<file path="config.mk">
export PLATFORM = sky130hd
export DESIGN_NAME = shift_sequencer_flat
export DESIGN_NICKNAME = d
export VERILOG_FILES = /design/src/rtl/shift_sequencer_if.sv /design/src/rtl/shift_sequencer.sv /design/src/flat_wrapper.sv
export SDC_FILE = /design/constraint.sdc
export NUM_CORES = 1
export LEC_CHECK = 0
export BUFFER_PORTS_ARGS = -buffer_cell sky130_fd_sc_hd__buf_2
export CAP_MARGIN = 20
export CORE_ASPECT_RATIO = 1.1
export CORE_UTILIZATION = 25
export CTS_CLUSTER_SIZE = 16
export DETAILED_ROUTE_END_ITERATION = 12
export PLACE_DENSITY = 0.54
export SLEW_MARGIN = 5
export SYNTH_ARGS = -nofsm -noshare
export SYNTH_HDL_FRONTEND = slang
export SYNTH_SLANG_ARGS = --single-unit
</file>
<file path="constraint.sdc">
create_clock -name clk -period 1.7 [get_ports clk]
set_clock_uncertainty 0.1 [all_clocks]
set_input_delay 0.17 -clock clk [delete_from_list [all_inputs] [get_ports clk]]
set_output_delay 0.17 -clock clk [all_outputs]
set_load 0.05 [all_outputs]
</file>
<file path="src/rtl/shift_sequencer_if.sv">
// Request, shifter and result bundle for shift_sequencer.
// master = requesters + shifter array, slave = sequencer.
interface shift_sequencer_if #(
  parameter int SWR = 26,
  parameter int EW  = 5
);
  logic           flush_i;
  logic           align_req_i;
  logic [SWR-1:0] align_data_i;
  logic [EW-1:0]  align_amt_i;
  logic           align_fill_i;
  logic           align_gnt_o;
  logic           norm_req_i;
  logic [SWR-1:0] norm_data_i;
  logic [EW-1:0]  norm_amt_i;
  logic           norm_fill_i;
  logic           norm_gnt_o;
  logic [SWR-1:0] sh_data_o;
  logic           sh_dir_o;
  logic [EW-1:0]  sh_amt_o;
  logic           sh_fill_o;
  logic [SWR-1:0] sh_data_i;
  logic           busy_o;
  logic           res_valid_o;
  logic [SWR-1:0] res_data_o;
  logic           res_owner_o;

  modport master (
    output flush_i,
    output align_req_i, align_data_i,
    output align_amt_i, align_fill_i,
    input  align_gnt_o,
    output norm_req_i, norm_data_i,
    output norm_amt_i, norm_fill_i,
    input  norm_gnt_o,
    input  sh_data_o, sh_dir_o,
    input  sh_amt_o, sh_fill_o,
    output sh_data_i,
    input  busy_o, res_valid_o,
    input  res_data_o, res_owner_o
  );

  modport slave (
    input  flush_i,
    input  align_req_i, align_data_i,
    input  align_amt_i, align_fill_i,
    output align_gnt_o,
    input  norm_req_i, norm_data_i,
    input  norm_amt_i, norm_fill_i,
    output norm_gnt_o,
    output sh_data_o, sh_dir_o,
    output sh_amt_o, sh_fill_o,
    input  sh_data_i,
    output busy_o, res_valid_o,
    output res_data_o, res_owner_o
  );
endinterface

</file>
<file path="src/rtl/shift_sequencer.sv">
// Shares one barrel shifter between alignment and normalization.
// SHIFT_SEQ_RR_EN: round-robin arbitration instead of norm-first.
module shift_sequencer #(
  parameter int SWR = 26,
  parameter int EW  = 5
) (
  input  logic clk,
  input  logic rst,
  shift_sequencer_if.slave bus
);

  typedef enum logic [1:0] {
    IDLE, LOAD, CAPT, DONE
  } state_t;

  state_t        state;
  logic          owner;
  logic          sat;
  logic          idle_ok;
  logic          pick_n;
  logic          pick_a;
  logic          any_gnt;
  logic [EW-1:0] amt_sel;
  logic          sat_d;

  // Grants only from IDLE, out of reset and not flushed.
  assign idle_ok = rst & (state == IDLE)
                 & ~bus.flush_i;

`ifdef SHIFT_SEQ_RR_EN
  logic ptr;

  // Last owner wins nothing on a tie; the other side goes.
  assign pick_n = bus.norm_req_i
                & (~bus.align_req_i | ~ptr);

  // Pointer remembers the owner of the latest grant.
  always_ff @(posedge clk or negedge rst) begin
    if (!rst)
      ptr <= 1'b0;
    else if (any_gnt)
      ptr <= pick_n;
  end
`else
  assign pick_n = bus.norm_req_i;
`endif

  assign pick_a = bus.align_req_i & ~pick_n;
  assign bus.norm_gnt_o  = idle_ok & pick_n;
  assign bus.align_gnt_o = idle_ok & pick_a;
  assign any_gnt = bus.norm_gnt_o
                 | bus.align_gnt_o;

  assign amt_sel = pick_n ? bus.norm_amt_i
                          : bus.align_amt_i;
  // Amounts past the data width flush out every bit.
  assign sat_d = 32'(amt_sel) >= SWR;

  // Sequencer FSM with registered shifter and result outputs.
  always_ff @(posedge clk or negedge rst) begin
    if (!rst) begin
      state           <= IDLE;
      owner           <= 1'b0;
      sat             <= 1'b0;
      bus.sh_data_o   <= '0;
      bus.sh_dir_o    <= 1'b0;
      bus.sh_amt_o    <= '0;
      bus.sh_fill_o   <= 1'b0;
      bus.busy_o      <= 1'b0;
      bus.res_valid_o <= 1'b0;
      bus.res_data_o  <= '0;
      bus.res_owner_o <= 1'b0;
    end else begin
      unique case (state)
        IDLE: begin
          if (any_gnt) begin
            bus.sh_data_o <= pick_n ? bus.norm_data_i
                                    : bus.align_data_i;
            bus.sh_fill_o <= pick_n ? bus.norm_fill_i
                                    : bus.align_fill_i;
            bus.sh_amt_o  <= amt_sel;
            bus.sh_dir_o  <= pick_n;
            owner         <= pick_n;
            sat           <= sat_d;
            bus.busy_o    <= 1'b1;
            state         <= LOAD;
          end
        end
        LOAD: begin
          if (bus.flush_i) begin
            bus.busy_o <= 1'b0;
            state      <= IDLE;
          end else begin
            state      <= CAPT;
          end
        end
        CAPT: begin
          if (bus.flush_i) begin
            bus.busy_o <= 1'b0;
            state      <= IDLE;
          end else begin
            bus.res_data_o  <= sat ? {SWR{bus.sh_fill_o}}
                                   : bus.sh_data_i;
            bus.res_owner_o <= owner;
            bus.res_valid_o <= 1'b1;
            state           <= DONE;
          end
        end
        DONE: begin
          bus.res_valid_o <= 1'b0;
          bus.busy_o      <= 1'b0;
          state           <= IDLE;
        end
        default: state <= IDLE;
      endcase
    end
  end

endmodule

</file>
<file path="src/flat_wrapper.sv">
// flat-port wrapper written by rule: the top's interface ports become plain ports
module shift_sequencer_flat 
#(
  parameter int SWR = 26,
  parameter int EW  = 5
)
  (clk, rst, bus_flush_i, bus_align_req_i, bus_align_data_i, bus_align_amt_i, bus_align_fill_i, bus_align_gnt_o, bus_norm_req_i, bus_norm_data_i, bus_norm_amt_i, bus_norm_fill_i, bus_norm_gnt_o, bus_sh_data_o, bus_sh_dir_o, bus_sh_amt_o, bus_sh_fill_o, bus_sh_data_i, bus_busy_o, bus_res_valid_o, bus_res_data_o, bus_res_owner_o);
  shift_sequencer_if #(.SWR(SWR), .EW(EW)) bus_i ();
  input  logic clk;
  input  logic rst;
  input wire logic [$bits(bus_i.flush_i)-1:0] bus_flush_i;
  input wire logic [$bits(bus_i.align_req_i)-1:0] bus_align_req_i;
  input wire logic [$bits(bus_i.align_data_i)-1:0] bus_align_data_i;
  input wire logic [$bits(bus_i.align_amt_i)-1:0] bus_align_amt_i;
  input wire logic [$bits(bus_i.align_fill_i)-1:0] bus_align_fill_i;
  output wire logic [$bits(bus_i.align_gnt_o)-1:0] bus_align_gnt_o;
  input wire logic [$bits(bus_i.norm_req_i)-1:0] bus_norm_req_i;
  input wire logic [$bits(bus_i.norm_data_i)-1:0] bus_norm_data_i;
  input wire logic [$bits(bus_i.norm_amt_i)-1:0] bus_norm_amt_i;
  input wire logic [$bits(bus_i.norm_fill_i)-1:0] bus_norm_fill_i;
  output wire logic [$bits(bus_i.norm_gnt_o)-1:0] bus_norm_gnt_o;
  output wire logic [$bits(bus_i.sh_data_o)-1:0] bus_sh_data_o;
  output wire logic [$bits(bus_i.sh_dir_o)-1:0] bus_sh_dir_o;
  output wire logic [$bits(bus_i.sh_amt_o)-1:0] bus_sh_amt_o;
  output wire logic [$bits(bus_i.sh_fill_o)-1:0] bus_sh_fill_o;
  input wire logic [$bits(bus_i.sh_data_i)-1:0] bus_sh_data_i;
  output wire logic [$bits(bus_i.busy_o)-1:0] bus_busy_o;
  output wire logic [$bits(bus_i.res_valid_o)-1:0] bus_res_valid_o;
  output wire logic [$bits(bus_i.res_data_o)-1:0] bus_res_data_o;
  output wire logic [$bits(bus_i.res_owner_o)-1:0] bus_res_owner_o;
  assign bus_i.flush_i = bus_flush_i;
  assign bus_i.align_req_i = bus_align_req_i;
  assign bus_i.align_data_i = bus_align_data_i;
  assign bus_i.align_amt_i = bus_align_amt_i;
  assign bus_i.align_fill_i = bus_align_fill_i;
  assign bus_align_gnt_o = bus_i.align_gnt_o;
  assign bus_i.norm_req_i = bus_norm_req_i;
  assign bus_i.norm_data_i = bus_norm_data_i;
  assign bus_i.norm_amt_i = bus_norm_amt_i;
  assign bus_i.norm_fill_i = bus_norm_fill_i;
  assign bus_norm_gnt_o = bus_i.norm_gnt_o;
  assign bus_sh_data_o = bus_i.sh_data_o;
  assign bus_sh_dir_o = bus_i.sh_dir_o;
  assign bus_sh_amt_o = bus_i.sh_amt_o;
  assign bus_sh_fill_o = bus_i.sh_fill_o;
  assign bus_i.sh_data_i = bus_sh_data_i;
  assign bus_busy_o = bus_i.busy_o;
  assign bus_res_valid_o = bus_i.res_valid_o;
  assign bus_res_data_o = bus_i.res_data_o;
  assign bus_res_owner_o = bus_i.res_owner_o;
  shift_sequencer #(.SWR(SWR), .EW(EW)) u_core (.clk(clk), .rst(rst), .bus(bus_i));
endmodule
</file>
Word-level counts from Yosys, hierarchy flattened:

Index checks and enable logic that the tools add are counted.

* register bits: 65
* bits in latches: 0
* RAM bits: 0
* memory bits (read-only): 0
* input bits: 95
* output and inout bits: 64
* word-level logic and storage cells: 45
* memories kept: 0

* $add $sub $neg: 0
* $mul: 0
* divide/modulo/power cells: 0
* $lt $le $gt $ge: 1
* equality and inequality tests: 6
* shift operators: 0
* muxes and demuxes: 13
* bitwise logic cells: 8
* reduce and logical (&&, ||, !) cells: 7

Operators with widths (count)
* 26-bit 2-to-1 mux: 2
* 2-bit case mux with 4 select lines: 1
* 2-bit AND reduction: 4
* 2-bit 2-to-1 mux: 3
* 1-bit AND: 5
* 5-bit >= comparator (second input constant): 1
* 5-bit 2-to-1 mux: 1
* 2-bit == test (second input constant): 2
* 1-bit 2-to-1 mux: 4
* 2-bit by 1-bit != test with 1-bit output (second input constant): 2
* 1-bit case mux with 3 select lines: 1
* 2-bit by 1-bit == test with 1-bit output (second input constant): 1
* 2-bit logical NOT: 1
* 2-bit != test (second input constant): 1
* 1-bit NOT: 2
* 1-bit case mux with 2 select lines: 1
* 2-bit nonzero test: 1
* 2-bit OR reduction: 1
* 1-bit OR: 1

Longest topological paths before layout:

* depth in word-level cells: 7
* mapped depth: 8
* mapped depth without buffers: 6

Worst setup path before layout:

OpenSTA, ideal clock, no wires.

* kind: register -> output
* start point: register u_core.state[0]
* end point: output bus_align_gnt_o
* arrival time: 1557 ps
* required time: 1430 ps
* path slack: -127 ps
* stages on the path, launching flop included: 6
* buffers on the path: 0
* cell sequence: dfrtp_1 > inv_1 > ha_1 > and3b_1 > nand2_1 > nor2_1

* word-level cells in the longest chain between the ends: 4

Ends and longest elaborated chain
* start, declared: RTL line shift_sequencer.sv:16 `state_t state;`
* start signal, assigned: RTL line shift_sequencer.sv:62 `state <= IDLE;`
* start signal, assigned: RTL line shift_sequencer.sv:86 `state <= LOAD;`
* start signal, assigned: RTL line shift_sequencer.sv:92 `state <= IDLE;`
* 2-bit logical NOT: RTL line shift_sequencer.sv:27 `assign idle_ok = rst & (state == IDLE)`
* 1-bit AND: RTL line shift_sequencer.sv:27
* 1-bit AND: RTL line shift_sequencer.sv:28 `& ~bus.flush_i;`
* 1-bit AND: RTL line shift_sequencer.sv:50 `assign bus.align_gnt_o = idle_ok & pick_a;`
* end, declared: RTL line flat_wrapper.sv:16 `output wire logic [$bits(bus_i.align_gnt_o)-1:0] bus_align_gnt_o;`

Every way passes these cells.

Worst setup path after layout:

* start point: register u_core.state[0]
* end point: output bus_norm_gnt_o

* word-level cells in the longest chain between the ends: 4

Ends and longest elaborated chain
* 2-bit logical NOT: RTL line shift_sequencer.sv:27
* 1-bit AND: RTL line shift_sequencer.sv:27
* 1-bit AND: RTL line shift_sequencer.sv:28
* 1-bit AND: RTL line shift_sequencer.sv:49 `assign bus.norm_gnt_o = idle_ok & pick_n;`
* end, declared: RTL line flat_wrapper.sv:21 `output wire logic [$bits(bus_i.norm_gnt_o)-1:0] bus_norm_gnt_o;`

Every way passes these cells.

==> reports/results.ini <==
[clock_tree]
worstSkewPairLatency_ns = 0.32
clk_pin_slew_ns = 0.05
cts_max_level = 3
numCtsBuffers = 9
clock-root-buffer = clkbuf_16
cts_tree = built
clk_path_buf_depth = 2
clock_sinks = 65

[synth]
synthDominantCellAreaShare = 0.5419
synth_cell_types = 26
ys_seq_elements = 65
async_flop_share = 1.000
yosys.area.top_type = dfrtp_1
synth_edf_count = 0
netlist_instances = 303
synth.top_cells.by_area = dfrtp_1, mux2i_1, a21oi_1, o21ai_0, nor2_1
avgSynthCellArea_sq_um = 9.906
synth_most_common_cell = dfrtp_1
synth-seq-area-share = 0.5419
synth.net_count = 403
yosys_warnings = 0
ys_top_cells_by_count = dfrtp_1, a21oi_1, nor2_1, o21ai_0, nand2_1
synth_top_flop_cell = dfrtp_1
synth_area_sq_um = 3002

[routing]
antenna_left = 0
drt_iter0_drc = 130
wl_per_cell_microns = 13.76
dr.pass1.iters = 4
finalWirelength_mm = 8.710
vias = 2813
via_per_inst = 4.444
drc = 0

[place]
hpwl_mm = 5.708
gp_congestion = 0.7587
placed_cell_area_sq_um = 3968
dp.cells = 598
port_buffers = 158

[critical_path]
regToRegSetupSlack_ns = -0.03
cp_slowest_cell = dfrtp_1
worstSetupStartpointType = register
regToRegEndpoint = u_core.bus.sh_data_o[21]
cp_cell_sequence = inv_2 -> ha_4 -> and3b_2 -> and2_1 -> buf_6
cp.arrival_ns = 1.48
endpoint_kind = output port
criticalPathCategory = register to output port
r2r_cells = 9
cpPeakStageDelay_ns = 0.39
required_ns = 1.43
regToRegStartpoint = u_core.state[0]
critPathMaxFanout = 3

[global_route]
grt_max_degree = 54
grt_pass1_wl_mm = 12.30
overflow = 0
grtUsageTotal = 0.1292
grt_pass1_vias = 2634
grt_antenna_before_repair = 0

[sta]
slew_headroom = 0.6449
max_slew.worst_pin.slew_ns = 0.5327
final_max_slew_viol_count = 0
finalSetupViolCount = 20
finalHoldViolCount = 0
rsz0062_at_grt = yes
timing.final.crit_share = 1.027
setup_slack_ns = -0.04648
fin_crit_ns = 1.746
fin_setup_tns_ns = -0.3802
max_freq_ghz = 0.5726
holdWs_ns = 0.02327

[floorplanning]
die_height_microns = 116.9
ios = 159
initial_core_util = 0.2589
fp.dieW_microns = 106.5
die_area_sq_um = 12450
rows = 41
core_sq_um = 11590

[pwr]
leakagePower_nw = 2.280
cellPowerDensity_nw_per_um2 = 2152
ir_worst_vdd_v = 0.0009347

[min_path]
min_from = bus_norm_amt_i[4]
hold_class = input port to register
whs_path_depth = 3
holdPathEnd = u_core.bus.sh_amt_o[4]

[layout]
drive_gt1_frac = 0.4824
fin_nets = 578
fin_area_sq_um = 4587
area_growth_syn_to_layout_pct = 52.81
antenna_cells = 0
final_cells = 633

[run]
drv_cap = 0

[run_status]
violations = negative setup slack
status = complete, but fails checks

## report_power, final
group / switching [mW] / total [mW] / leakage, nW / internal [mW]
combinational: 3.99 / 5.54 / 1.38 / 1.55
sequential: 0.417 / 2.73 / 0.766 / 2.31
clock: 0.632 / 1.61 / 0.130 / 0.976
## cells in the final DEF, fill, tap and decap left out, drive strengths merged, types with 5 or more instances in the layout
cell      n
nor2     38
buf     179
clkbuf   18
clkinv    5
ha        5
a21oi    56
mux2i    30
dfrtp    65
o21ai    35
nand2    32
## worst max-delay path by stage
stage               startpoint                       end  depth (start not counted)
6_report       u_core.state[0]            bus_norm_gnt_o                          5
5_1_grt        u_core.state[1]      u_core.bus.sh_fill_o                          9
4_1_cts        u_core.state[1]           bus_align_gnt_o                          6
3_5_place_dp   u_core.state[1]  u_core.bus.sh_data_o[17]                          7
3_3_place_gp   u_core.state[1]    u_core.bus.sh_amt_o[3]                          7
2_1_floorplan  u_core.state[0]           bus_align_gnt_o                          5
## metal layers
metal / GRT usage / share of wire / up-vias
met2: 0.2082 / 0.46 / 121
met3: 0.03765 / 0.073 / 9
li1: - / - / 1383
met1: 0.1592 / 0.45 / 1300
met5: 0 / 0 / -
met4: 0.06393 / 0.011 / 0
## cells by family after synthesis
family	count (synthesis)	share of synthesized area
multiplexers	31	0.1038
adder cells (fa/ha/maj)	5	0.02084
AND/OR/NAND/NOR	81	0.1138
buffers and inverters	26	0.05002
AO/OA/AOI/OAI	95	0.1697
flip-flops	65	0.5419
## layout make-up
class	instances	area, sq um
Inverter	4	15.01
Timing Repair Buffer	186	1189
Tap cell	150	187.7
Sequential cell	65	1627
Clock inverter	4	20.02
Multi-Input combinational cell	212	1313
Clock buffer	12	236.5
Fill cell	1186	7007
## what timing repair did
item	4_1_cts	5_1_grt
hold endpoints to repair	65	0
buffers inserted	6	5
hold buffers	1	0
gates cloned	0	7
resized for setup	8	29
pin swaps	4	3
endpoints found under the setup margin	15	61
## critical path, delay by kind of cell (launching register included)
kind,cells,cell delay (ns)
flops,1,0.39
fa+ha+maj,1,0.13
buf+inv,2,0.26
simple gates,2,0.37
## registers in the layout (all words and copies together) (netlist names)
name,count
u_core.bus.busy_o,1
u_core.bus.res_data_o,26
u_core.bus.res_owner_o,1
u_core.bus.res_valid_o,1
u_core.bus.sh_amt_o,5
u_core.bus.sh_data_o,26
u_core.bus.sh_dir_o,1
u_core.bus.sh_fill_o,1
u_core.sat,1
u_core.state,2
## through the flow
step | setup WS (ns) | utilization | power (mW)
floorplan | 0.09304 | - | 6.527
global placement | 0.05289 | 0.3422 | 7.723
detailed placement | -0.03119 | 0.3422 | 7.821
CTS | -0.08465 | 0.3713 | 9.608
global route | -0.1228 | 0.3956 | 10.46
finish | -0.04648 | 0.3956 | 9.873
(Power assumes the default switching activity.)
